File: config.mk
export PLATFORM = sky130hd
export DESIGN_NAME = prog_loader
export DESIGN_NICKNAME = d
export VERILOG_FILES = /design/src/rtl/loader_pkg.sv /design/src/rtl/byte_packer.sv /design/src/rtl/prog_loader.sv
export SDC_FILE = /design/constraint.sdc
export NUM_CORES = 1
export LEC_CHECK = 0
export CORE_UTILIZATION = 50
export DETAILED_ROUTE_END_ITERATION = 8
export GPL_TIMING_DRIVEN = 0
export PLACE_DENSITY_LB_ADDON = 0.12
export SLEW_MARGIN = 10
export SYNTH_ARGS = -nofsm -noshare
export SYNTH_HDL_FRONTEND = slang
export SYNTH_SLANG_ARGS = --single-unit
File: constraint.sdc
create_clock -name CLK -period 2.34 [get_ports CLK]
set_clock_uncertainty 0.15 [all_clocks]
set_input_delay 0.468 -clock CLK [delete_from_list [all_inputs] [get_ports CLK]]
set_output_delay 0.468 -clock CLK [all_outputs]
set_load 0.01 [all_outputs]
File: src/rtl/loader_pkg.sv
// Shared types and constants for the program loader.
package loader_pkg;

  typedef enum logic [2:0] {
    StLen0,
    StLen1,
    StData,
    StCheck,
    StFlush,
    StDone,
    StErr
  } state_e;

  localparam int unsigned BYTES_PER_WORD = 4;
  localparam int unsigned COUNT_W        = 16;

endpackage

File: src/rtl/byte_packer.sv
// Packs a little-endian byte stream into 32-bit words; word_valid_o pulses
// combinationally on the byte that completes a word.
module byte_packer
  import loader_pkg::*;
(
  input  logic        clk_i,
  input  logic        rst_i,
  input  logic        clear_i,
  input  logic        byte_valid_i,
  input  logic [7:0]  byte_i,
  output logic        word_valid_o,
  output logic [31:0] word_o
);

  logic [1:0]  lane_q, lane_d;
  logic [31:0] shift_q, shift_d;

  // Shift right so the first byte of a word ends up in [7:0].
  assign word_o       = {byte_i, shift_q[31:8]};
  assign word_valid_o = byte_valid_i && (lane_q == 2'(BYTES_PER_WORD - 1));

  always_comb begin
    lane_d  = lane_q;
    shift_d = shift_q;
    if (clear_i) begin
      lane_d  = '0;
      shift_d = '0;
    end else if (byte_valid_i) begin
      lane_d  = lane_q + 2'd1;
      shift_d = word_o;
    end
  end

  always_ff @(posedge clk_i) begin
    if (rst_i) begin
      lane_q  <= '0;
      shift_q <= '0;
    end else begin
      lane_q  <= lane_d;
      shift_q <= shift_d;
    end
  end

endmodule

File: src/rtl/prog_loader.sv
// Streams a length-prefixed byte image into instruction memory, holding the core in reset
// until the image is complete. Define LOADER_CHECKSUM_EN to require a trailing checksum byte.
module prog_loader
  import loader_pkg::*;
#(
  parameter int unsigned ADDR_W = 10
) (
  input  logic              CLK,
  input  logic              RST,
  input  logic              start,
  input  logic [7:0]        in_data,
  input  logic              in_valid,
  output logic              in_ready,
  output logic              mem_we,
  output logic [ADDR_W-1:0] mem_addr,
  output logic [31:0]       mem_wdata,
  output logic              core_rst,
  output logic              done,
  output logic              error
);

`ifdef LOADER_CHECKSUM_EN
  localparam state_e AfterPayload = StCheck;
`else
  localparam state_e AfterPayload = StFlush;
`endif

  state_e              state_q, state_d;
  logic [7:0]          len_lo_q, len_lo_d;
  logic [COUNT_W-1:0]  len_q, len_d;
  logic [COUNT_W-1:0]  idx_q, idx_d;
  logic                mem_we_q, mem_we_d;
  logic [ADDR_W-1:0]   mem_addr_q, mem_addr_d;
  logic [31:0]         mem_wdata_q, mem_wdata_d;
`ifdef LOADER_CHECKSUM_EN
  logic [7:0]          sum_q, sum_d;
`endif

  logic               fire;
  logic               restart;
  logic               word_valid;
  logic [31:0]        word;
  logic [COUNT_W-1:0] count;

  assign in_ready = (state_q == StLen0) || (state_q == StLen1) ||
                    (state_q == StData) || (state_q == StCheck);
  assign fire     = in_valid && in_ready;
  assign restart  = start && ((state_q == StDone) || (state_q == StErr));
  assign count    = {in_data, len_lo_q};

  assign core_rst  = (state_q != StDone);
  assign done      = (state_q == StDone);
  assign error     = (state_q == StErr);
  assign mem_we    = mem_we_q;
  assign mem_addr  = mem_addr_q;
  assign mem_wdata = mem_wdata_q;

  byte_packer u_byte_packer (
    .clk_i        (CLK),
    .rst_i        (RST),
    .clear_i      (restart),
    .byte_valid_i (fire && (state_q == StData)),
    .byte_i       (in_data),
    .word_valid_o (word_valid),
    .word_o       (word)
  );

  always_comb begin
    state_d     = state_q;
    len_lo_d    = len_lo_q;
    len_d       = len_q;
    idx_d       = idx_q;
    mem_we_d    = 1'b0;
    mem_addr_d  = mem_addr_q;
    mem_wdata_d = mem_wdata_q;
`ifdef LOADER_CHECKSUM_EN
    sum_d       = sum_q;
`endif
    unique case (state_q)
      StLen0: begin
        if (fire) begin
          len_lo_d = in_data;
          state_d  = StLen1;
        end
      end
      StLen1: begin
        if (fire) begin
          len_d = count;
          if (32'(count) > (32'd1 << ADDR_W)) begin
            state_d = StErr;
          end else if (count == '0) begin
            state_d = AfterPayload;
          end else begin
            state_d = StData;
          end
        end
      end
      StData: begin
        if (fire) begin
`ifdef LOADER_CHECKSUM_EN
          sum_d = sum_q + in_data;
`endif
          if (word_valid) begin
            mem_we_d    = 1'b1;
            mem_addr_d  = idx_q[ADDR_W-1:0];
            mem_wdata_d = word;
            idx_d       = idx_q + 1'b1;
            if (idx_q == len_q - 1'b1) begin
              state_d = AfterPayload;
            end
          end
        end
      end
      StCheck: begin
`ifdef LOADER_CHECKSUM_EN
        if (fire) begin
          state_d = (in_data == sum_q) ? StFlush : StErr;
        end
`else
        state_d = StErr;
`endif
      end
      StFlush: state_d = StDone;
      StDone, StErr: begin
        if (start) begin
          state_d = StLen0;
          idx_d   = '0;
`ifdef LOADER_CHECKSUM_EN
          sum_d   = '0;
`endif
        end
      end
      default: state_d = StLen0;
    endcase
  end

  always_ff @(posedge CLK) begin
    if (RST) begin
      state_q     <= StLen0;
      len_lo_q    <= '0;
      len_q       <= '0;
      idx_q       <= '0;
      mem_we_q    <= 1'b0;
      mem_addr_q  <= '0;
      mem_wdata_q <= '0;
`ifdef LOADER_CHECKSUM_EN
      sum_q       <= '0;
`endif
    end else begin
      state_q     <= state_d;
      len_lo_q    <= len_lo_d;
      len_q       <= len_d;
      idx_q       <= idx_d;
      mem_we_q    <= mem_we_d;
      mem_addr_q  <= mem_addr_d;
      mem_wdata_q <= mem_wdata_d;
`ifdef LOADER_CHECKSUM_EN
      sum_q       <= sum_d;
`endif
    end
  end

endmodule

## Yosys cells after proc, flatten, opt, wreduce, memory -nomap -nowiden

Index checks and enable logic that the tools add are counted.

| storage, ports and cells | value |
|---|---|
| register bits after elaboration | 120 |
| output and inout port bits | 47 |

| cells by class | value |
|---|---|
| add/subtract/negate cells | 3 |
| $lt $le $gt $ge | 1 |
| equality and inequality tests | 15 |
| muxes and demuxes | 14 |
| bitwise operators | 2 |
| reduce and logical (&&, ||, !) cells | 19 |

Operators with widths:

| kind | count |
|---|---|
| 16-bit two-way mux | 3 |
| 16-bit case mux with 2 select lines | 1 |
| 3-bit two-way mux | 8 |
| 3-bit case mux with 6 select lines | 1 |
| 16-bit by 1-bit adder with 16-bit output, second input constant | 1 |
| 16-bit == test | 1 |
| 16-bit by 11-bit > comparator with 1-bit output, second input constant | 1 |
| 16-bit logical NOT | 1 |
| 16-bit by 1-bit subtractor with 16-bit output, second input constant | 1 |
| 3-bit == test, second input constant | 3 |
| 2-bit inequality test, second input constant | 4 |
| 3-bit by 2-bit == test with 1-bit output, second input constant | 2 |
| 6-bit AND reduction | 1 |
| 1-bit logical AND | 4 |
| 1-bit logical OR | 4 |
| 2-bit by 1-bit inequality test with 1-bit output, second input constant | 2 |
| 2-bit AND reduction | 2 |
| 4-bit AND reduction | 1 |
| 2-bit OR reduction | 2 |
| 3-bit by 1-bit == test with 1-bit output, second input constant | 1 |
| 3-bit logical NOT | 1 |
| 3-bit inequality test, second input constant | 1 |
| 3-bit AND reduction | 1 |
| 3-bit OR reduction | 1 |
| other kinds (5) | 6 |

## Longest topological paths before layout

Gate-level depths: netlist of run 1.

| depth | value |
|---|---|
| word-level depth | 10 |
| gate-level depth with buffers | 9 |
| gate-level depth less buffers | 8 |

## Cells and area by module

A second synthesis of run 1 with hierarchy kept.

| second synthesis, totals | value |
|---|---|
| cells, all modules | 590 |
| area total of the unflattened synthesis | 4845.9 sq um |

Modules (own cells, without submodules):

| module | instances | cells each | area an instance (sq um) | sequential area each (sq um) |
|---|---|---|---|---|
| prog_loader | 1 | 495 | 3806.2 | 1721.7 |
| byte_packer | 1 | 95 | 1039.7 | 520.5 |

## Worst setup path before layout of run 1

No wires, ideal clock.

| timing path | value |
|---|---|
| path type | register to register |
| from | reg len_q[2] |
| to | reg state_q[1] |
| arrival time | 2004 ps |
| required time | 2072 ps |
| path slack | 68 ps |
| stages on the path, launching flop included | 8 |
| path through | dfxtp_1 -> buf_6 -> or4_4 -> or4_1 -> a211o_1 -> a311oi_1 -> and3_1 -> a21oi_1 |

| on the way | value |
|---|---|
| word-level cells in the longest chain between the ends | 4 |

RTL lines:

| element | line | source |
|---|---|---|
| start, declared | prog_loader.sv:30 | `logic [COUNT_W-1:0] len_q, len_d;` |
| start signal, assigned | prog_loader.sv:152 | `len_q <= len_d;` |
| 16-bit by 1-bit subtractor with 16-bit output | prog_loader.sv:108 | `if (idx_q == len_q - 1'b1) begin` |
| 16-bit == test | prog_loader.sv:108 |  |
| 2-bit by 1-bit inequality test with 1-bit output (no line) | - |  |
| 6-bit AND reduction (no line) | - |  |
| end signal, assigned | prog_loader.sv:139 | `state_q <= StLen0;` |
| end signal, assigned | prog_loader.sv:150 | `state_q <= state_d;` |
| end, declared | prog_loader.sv:28 | `state_e state_q, state_d;` |

Every way passes these cells.
A chain may end at the register's enable or synchronous reset.

## Worst setup path in the final report of run 1

| timing path | value |
|---|---|
| from | reg len_q[0] |
| to | reg state_q[1] |

Same word-level chain as after synthesis.

==> impl_metrics.tcl, run 1 <==
set metrics [dict create \
    cts_tree "done" \
    crit_type "reg2reg" \
    crit_chain "or4_4, or4_1, a211o_1, a311oi_1, and3_1, a21oi_1" \
    clk-insertion-delay-late_ns 0.39 \
    num_antenna_cells 0 \
    ios 59 \
    synth_edf_count 0 \
    worst_slew_pin_slew_ns 0.595 \
    worstHoldPathType "in2reg" \
    post-dp-hpwl_um 8380 \
    ys_seq_area_share_pct 47.5 \
    grt_pass1_vias 3851 \
    p_leak_nw 2.00 \
    cts-root-buf "clkbuf_8" \
    critical_path.slowest_cell "or4_4" \
    timing.hold.ws_ns 0.302 \
    cts_num_sinks 112 \
    power_mw 3.66 \
    yosysWarningCount 0 \
    area_delta_synth_final_pct 21.2 \
    final.fill_count 836 \
    fp.coreArea_mm2 0.00920 \
    dp_cells 776 \
    fin_setup_tns_ns -0.185 \
    rows 35 \
    slew_headroom_pct 60.3 \
    power.share.sequential_pct 54.7 \
    dieHeight_um 99.2 \
    critPathMaxFanout 5 \
    finalCoreUtilization_pct 62.2 \
    violations "negative setup slack" \
    die_w_um 99.2 \
    synth_seq_cells 112 \
    vdd_drop_max_mv 0.373 \
    synth_cells 608 \
    fmax_mhz 411 \
    htreeDepth 3 \
    syn_avg_cell_area_um2 7.77 \
    start_util_pct 51.3 \
    synth_top_flop_cell "dfxtp_1" \
    vias 4246 \
    internal_power_mw 2.57 \
    timing.final.hold_violations 0 \
    fin_cells 791 \
    ant_nets 0 \
    cpPeakStageDelay_ns 0.53 \
    clockBufferDepth 2 \
    grt_max_degree 23 \
    clk_pin_slew_ns 0.11 \
    setup_ws_ns -0.0928 \
    numCtsBuffers 9 \
    synth.largest_area_cell "dfxtp_1" \
    power_switching_mw 1.08 \
    final_layout_size_suffix_gt1_share_pct 6.47 \
    post_drt_wl_per_cell_um 14.3 \
    gp_congestion 0.899 \
    finalCriticalPeriod_ns 2.43 \
    post-place-ws_ns -0.628 \
    finalCritPeriodShare_pct 104 \
    globalRouteOverflowTotal 0 \
    synth_nets 623 \
    crit_arrival_ns 2.56 \
    p_comb_share_pct 13.1 \
    rsz0062_at_grt "true" \
    cts_hold_buffers 0 \
    clock_power_share_pct 32.2 \
    firstDrtPassIters 5 \
    drt_iter0_markers 219 \
    finalWirelength_um 11300 \
    slew_violations 0 \
    grt_pass1_wl_um 18700 \
    antenna_found_initial 0 \
    vias_per_cell 5.37 \
    drcViolationCount 0 \
    crit_path_end_kind "register" \
    start_kind "register" \
    setup_violations 2 \
    synth_cell_type_count 43 \
    required_ns 2.47 \
    netlist_area_mm2 0.00472 \
    post_dp_cell_area_mm2 0.00543 \
    design.die.area_mm2 0.00984 \
    power_density_mw_per_mm2 639 \
    status "finished with violations" \
    async_flop_share_pct 0 \
    track_usage_pct 24.0 \
    swShare_pct 29.6 \
    cap_violations 0 \
    yosysTopAreaCellShare_pct 47.5 \
    nNetsFinal 690 \
    synth_area_leaders "dfxtp_1 (47%), nand2_1 (15%), a21oi_1 (10%), xor2_1 (3.9%), xnor2_1 (3.3%)" \
    design_area_mm2 0.00572 \
    portBuffers 57 \
]
-- sequential cells by signal, indices dropped and copies added, names as in the netlist --
name	cells
u_byte_packer.lane_q	2
state_q	3
mem_we	1
u_byte_packer.shift_q	24
len_q	16
idx_q	16
len_lo_q	8
mem_addr	10
mem_wdata	32
-- cells in the mapped netlist, types with 2 or more instances --
cell type  count
a211o_1        2
a21oi_1       98
a311oi_1       2
a31oi_1        5
and2_1         5
and3_1         4
buf_2          4
buf_6          2
clkbuf_1      33
dfxtp_1      112
ha_1           3
inv_1          7
nand2_1      193
nand2b_1       3
nand3_1       13
nand3b_1       2
nand4_1        5
nor2_1        27
nor2b_1        4
nor3_1         9
nor3b_1        2
nor4_1         6
o21ai_0        4
o21bai_1       2
o31ai_1        2
or3_1          2
or4_1          4
xnor2_1       18
xor2_1        21
-- logic make-up (layout without fill, tap and decap cells) --
family	Yosys count	after routing	synth area share [%]
adder cells (fa/ha/maj)	4	4	1.01
flip-flops	112	112	47.5
XOR/XNOR	39	39	7.23
AND/OR/NAND/NOR	283	283	25.8
AO/OA/AOI/OAI	123	123	14.2
buffers and inverters	47	119	4.24
-- routing by layer --
metal	vias up	global-route usage (%)	share of wire (%)
li1	2155	-	-
met1	1969	34.4	49
met2	108	36.7	44
met3	14	3.44	4.8
met4	0	8.82	1.6
met5	-	0	0
-- what timing repair did --
item                                    4_1_cts  5_1_grt
endpoints found under the setup margin       25       62
buffers inserted                              2        0
pin swaps                                     1        1
cloned                                        0        0
resized for setup                            16       13
-- path summary, 6_finish.rpt --
path                               startpoint            end  slack (ns)  depth (start not counted)
worst max-delay path                 len_q[0]     state_q[1]       -0.09                          6
worst min-delay path                      RST     state_q[1]        0.30                          3
worst max register to register       len_q[0]     state_q[1]       -0.09                          6
worst min register to register  mem_wdata[20]  mem_wdata[20]        0.31                          2
-- critical path, delay by kind of cell (launching register included) --
kind             cells  cell delay (ns)
AND/OR/NAND/NOR      3             1.19
flip-flops           1             0.38
AO/OA/AOI/OAI        3             0.61
-- cells in the final DEF (no fill, tap or decap), types with 7 or more instances in the layout --
| cell type | n |
|---|---|
| clkdlybuf4s50_1 | 55 |
| nand3_1 | 13 |
| a21oi_1 | 98 |
| clkbuf_1 | 26 |
| xnor2_1 | 18 |
| nor2_1 | 27 |
| nand2_1 | 192 |
| clkbuf_8 | 9 |
| inv_1 | 7 |
| dfxtp_1 | 108 |
| xor2_1 | 21 |
| nor3_1 | 9 |
-- final cells by class --
class                      instances  area (µm²)  area share [%]
timing repair buffer              59         591            10.3
buffer                            37         169            2.95
tap                              111         139            2.43
clock buffer                       9         124            2.16
inverter                           7        26.3           0.459
sequential                       112        2250            39.3
clock inverter                     7        85.1            1.49
multi-input combinational        449        2340            40.9
-- power by group through the flow --
stage	sequential (mW)	clock [mW]	combinational (mW)
finish	2.00	1.18	0.478
global route	2.01	1.27	0.528
CTS	2.00	1.20	0.470
detailed placement	2.04	0	0.454
global placement	2.04	0	0.440
floorplan	2.03	0	0.332
(Power assumes the default switching activity.)
==> inputs of run 2 (changes only) <==
--- a/config.mk
+++ b/config.mk
@@ -8,7 +8,7 @@
 export CORE_UTILIZATION = 50
 export DETAILED_ROUTE_END_ITERATION = 8
 export GPL_TIMING_DRIVEN = 0
-export PLACE_DENSITY_LB_ADDON = 0.12
+export PLACE_DENSITY = 0.78
 export SLEW_MARGIN = 10
 export SYNTH_ARGS = -nofsm -noshare
 export SYNTH_HDL_FRONTEND = slang
==> impl_metrics.tcl, run 2 (synthesized netlist as in run 1, its figures left out) <==
set metrics [dict create \
    final_cell_mix "nand2_1 (192), dfxtp_1 (109), a21oi_1 (98), clkdlybuf4s50_1 (55)" \
    fin_setup_tns_ns -0.0632 \
    ant_nets 0 \
    fmax_mhz 422 \
    start_util_pct 51.3 \
    setup_violations 3 \
    antenna_found_initial 0 \
    dieHeight_um 99.2 \
    cts-root-buf "clkbuf_8" \
    setup_ws_ns -0.0274 \
    post-dp-hpwl_um 8490 \
    gp_congestion 0.871 \
    p_comb_share_pct 13.0 \
    finalCritPeriodShare_pct 101 \
    grt_pass1_vias 3949 \
    drt_iter0_markers 241 \
    area_delta_synth_final_pct 21.0 \
    grt_max_degree 22 \
    power_mw 3.62 \
    final.fill_count 837 \
    cts_hold_buffers 0 \
    nNetsFinal 690 \
    crit_arrival_ns 2.53 \
    power_switching_mw 1.05 \
    swShare_pct 29.1 \
    vias_per_cell 5.47 \
    die_w_um 99.2 \
    portBuffers 57 \
    firstDrtPassIters 7 \
    clockBufferDepth 2 \
    slew_violations 0 \
    start_kind "register" \
    timing.hold.ws_ns 0.307 \
    largest_reg_flops 32 \
    numCtsBuffers 9 \
    power.share.sequential_pct 55.3 \
    power_density_mw_per_mm2 633 \
    finalCriticalPeriod_ns 2.37 \
    fp.coreArea_mm2 0.00920 \
    rsz0062_at_grt "true" \
    grt_pass1_wl_um 18500 \
    violations "design-rule violations, negative setup slack" \
    design.die.area_mm2 0.00984 \
    crit_type "reg2reg" \
    post_drt_wl_per_cell_um 14.1 \
    clock_power_share_pct 31.7 \
    status "finished with violations" \
    rows 35 \
    vdd_drop_max_mv 0.286 \
    clk-insertion-delay-late_ns 0.39 \
    timing.final.hold_violations 0 \
    internal_power_mw 2.56 \
    crit_path_end_kind "register" \
    ios 59 \
    globalRouteOverflowTotal 0 \
    finalWirelength_um 11200 \
    worstHoldPathType "reg2reg" \
    track_usage_pct 23.7 \
    clk_pin_slew_ns 0.11 \
    drcViolationCount 4 \
    htreeDepth 3 \
    worst_slew_pin_slew_ns 0.611 \
    final_layout_size_suffix_gt1_share_pct 6.18 \
    p_leak_nw 2.00 \
    num_antenna_cells 0 \
    vias 4324 \
    layout_commonest_cell "nand2_1" \
    cap_violations 0 \
    cts_tree "done" \
    required_ns 2.50 \
    critPathMaxFanout 3 \
    cts_num_sinks 112 \
    slew_headroom_pct 59.3 \
    post-place-ws_ns -0.646 \
]
[run 2: worst paths after layout]
path	startpoint	to	slack (ns)	cells after the start
setup reg to reg	len_q[0]	state_q[2]	-0.03	6
setup / recovery	len_q[0]	state_q[2]	-0.03	6
hold / removal	mem_addr[7]	mem_addr[7]	0.31	2
hold reg to reg	mem_addr[7]	mem_addr[7]	0.31	2
[run 2: what timing repair did]
| item | CTS | global route |
|---|---|---|
| setup endpoints to repair | 47 | 55 |
| setup buffers | 3 | 0 |
| endpoints found under the hold margin | 0 | 0 |
| resized for setup | 19 | 8 |
| pin swaps | 0 | 3 |
[run 2: stage by stage]
| step | cells | utilization, % | instance area (µm²) |
|---|---|---|---|
| 2_1_floorplan | 608 | - | 4720 |
| 3_3_place_gp | 776 | 59.1 | 5430 |
| 3_5_place_dp | 776 | 59.1 | 5430 |
| 4_1_cts | 792 | 62.0 | 5700 |
| 5_1_grt | 791 | 62.1 | 5710 |
| 6_report | 791 | 62.1 | 5710 |
[run 2: metal layers]
layer / GRT usage (%) / wire length [µm] / vias to the layer above
met5: 0 / 0 / -
li1: - / - / 2148
met2: 37.4 / 4880 / 128
met1: 32.6 / 5460 / 2028
met3: 4.50 / 575 / 20
met4: 8.82 / 269 / 0
[run 2: critical path, cell delays in order, from the launching register on]
cell	delay, ns
dfxtp_4	0.36
or4_4	0.54
or4_4	0.42
a211o_1	0.27
a311oi_1	0.20
and3_1	0.24
o2bb2ai_1	0.12
[run 2: area by class of cell]
| cell class | count | area [µm²] | area share [%] |
|---|---|---|---|
| timing repair buffer | 60 | 594 | 10.4 |
| clock buffer | 9 | 124 | 2.17 |
| multi-input combinational | 449 | 2350 | 41.1 |
| inverter | 7 | 26.3 | 0.460 |
| clock inverter | 7 | 72.6 | 1.27 |
| tap | 111 | 139 | 2.43 |
| sequential | 112 | 2250 | 39.3 |
| buffer | 36 | 163 | 2.85 |
[run 2: power groups by stage]
stage	logic, mW	registers (mW)	clock network [mW]
3_3_place_gp	0.438	2.04	0
5_1_grt	0.523	2.01	1.23
4_1_cts	0.469	2.00	1.16
6_report	0.472	2.00	1.15
2_1_floorplan	0.332	2.03	0
3_5_place_dp	0.452	2.04	0
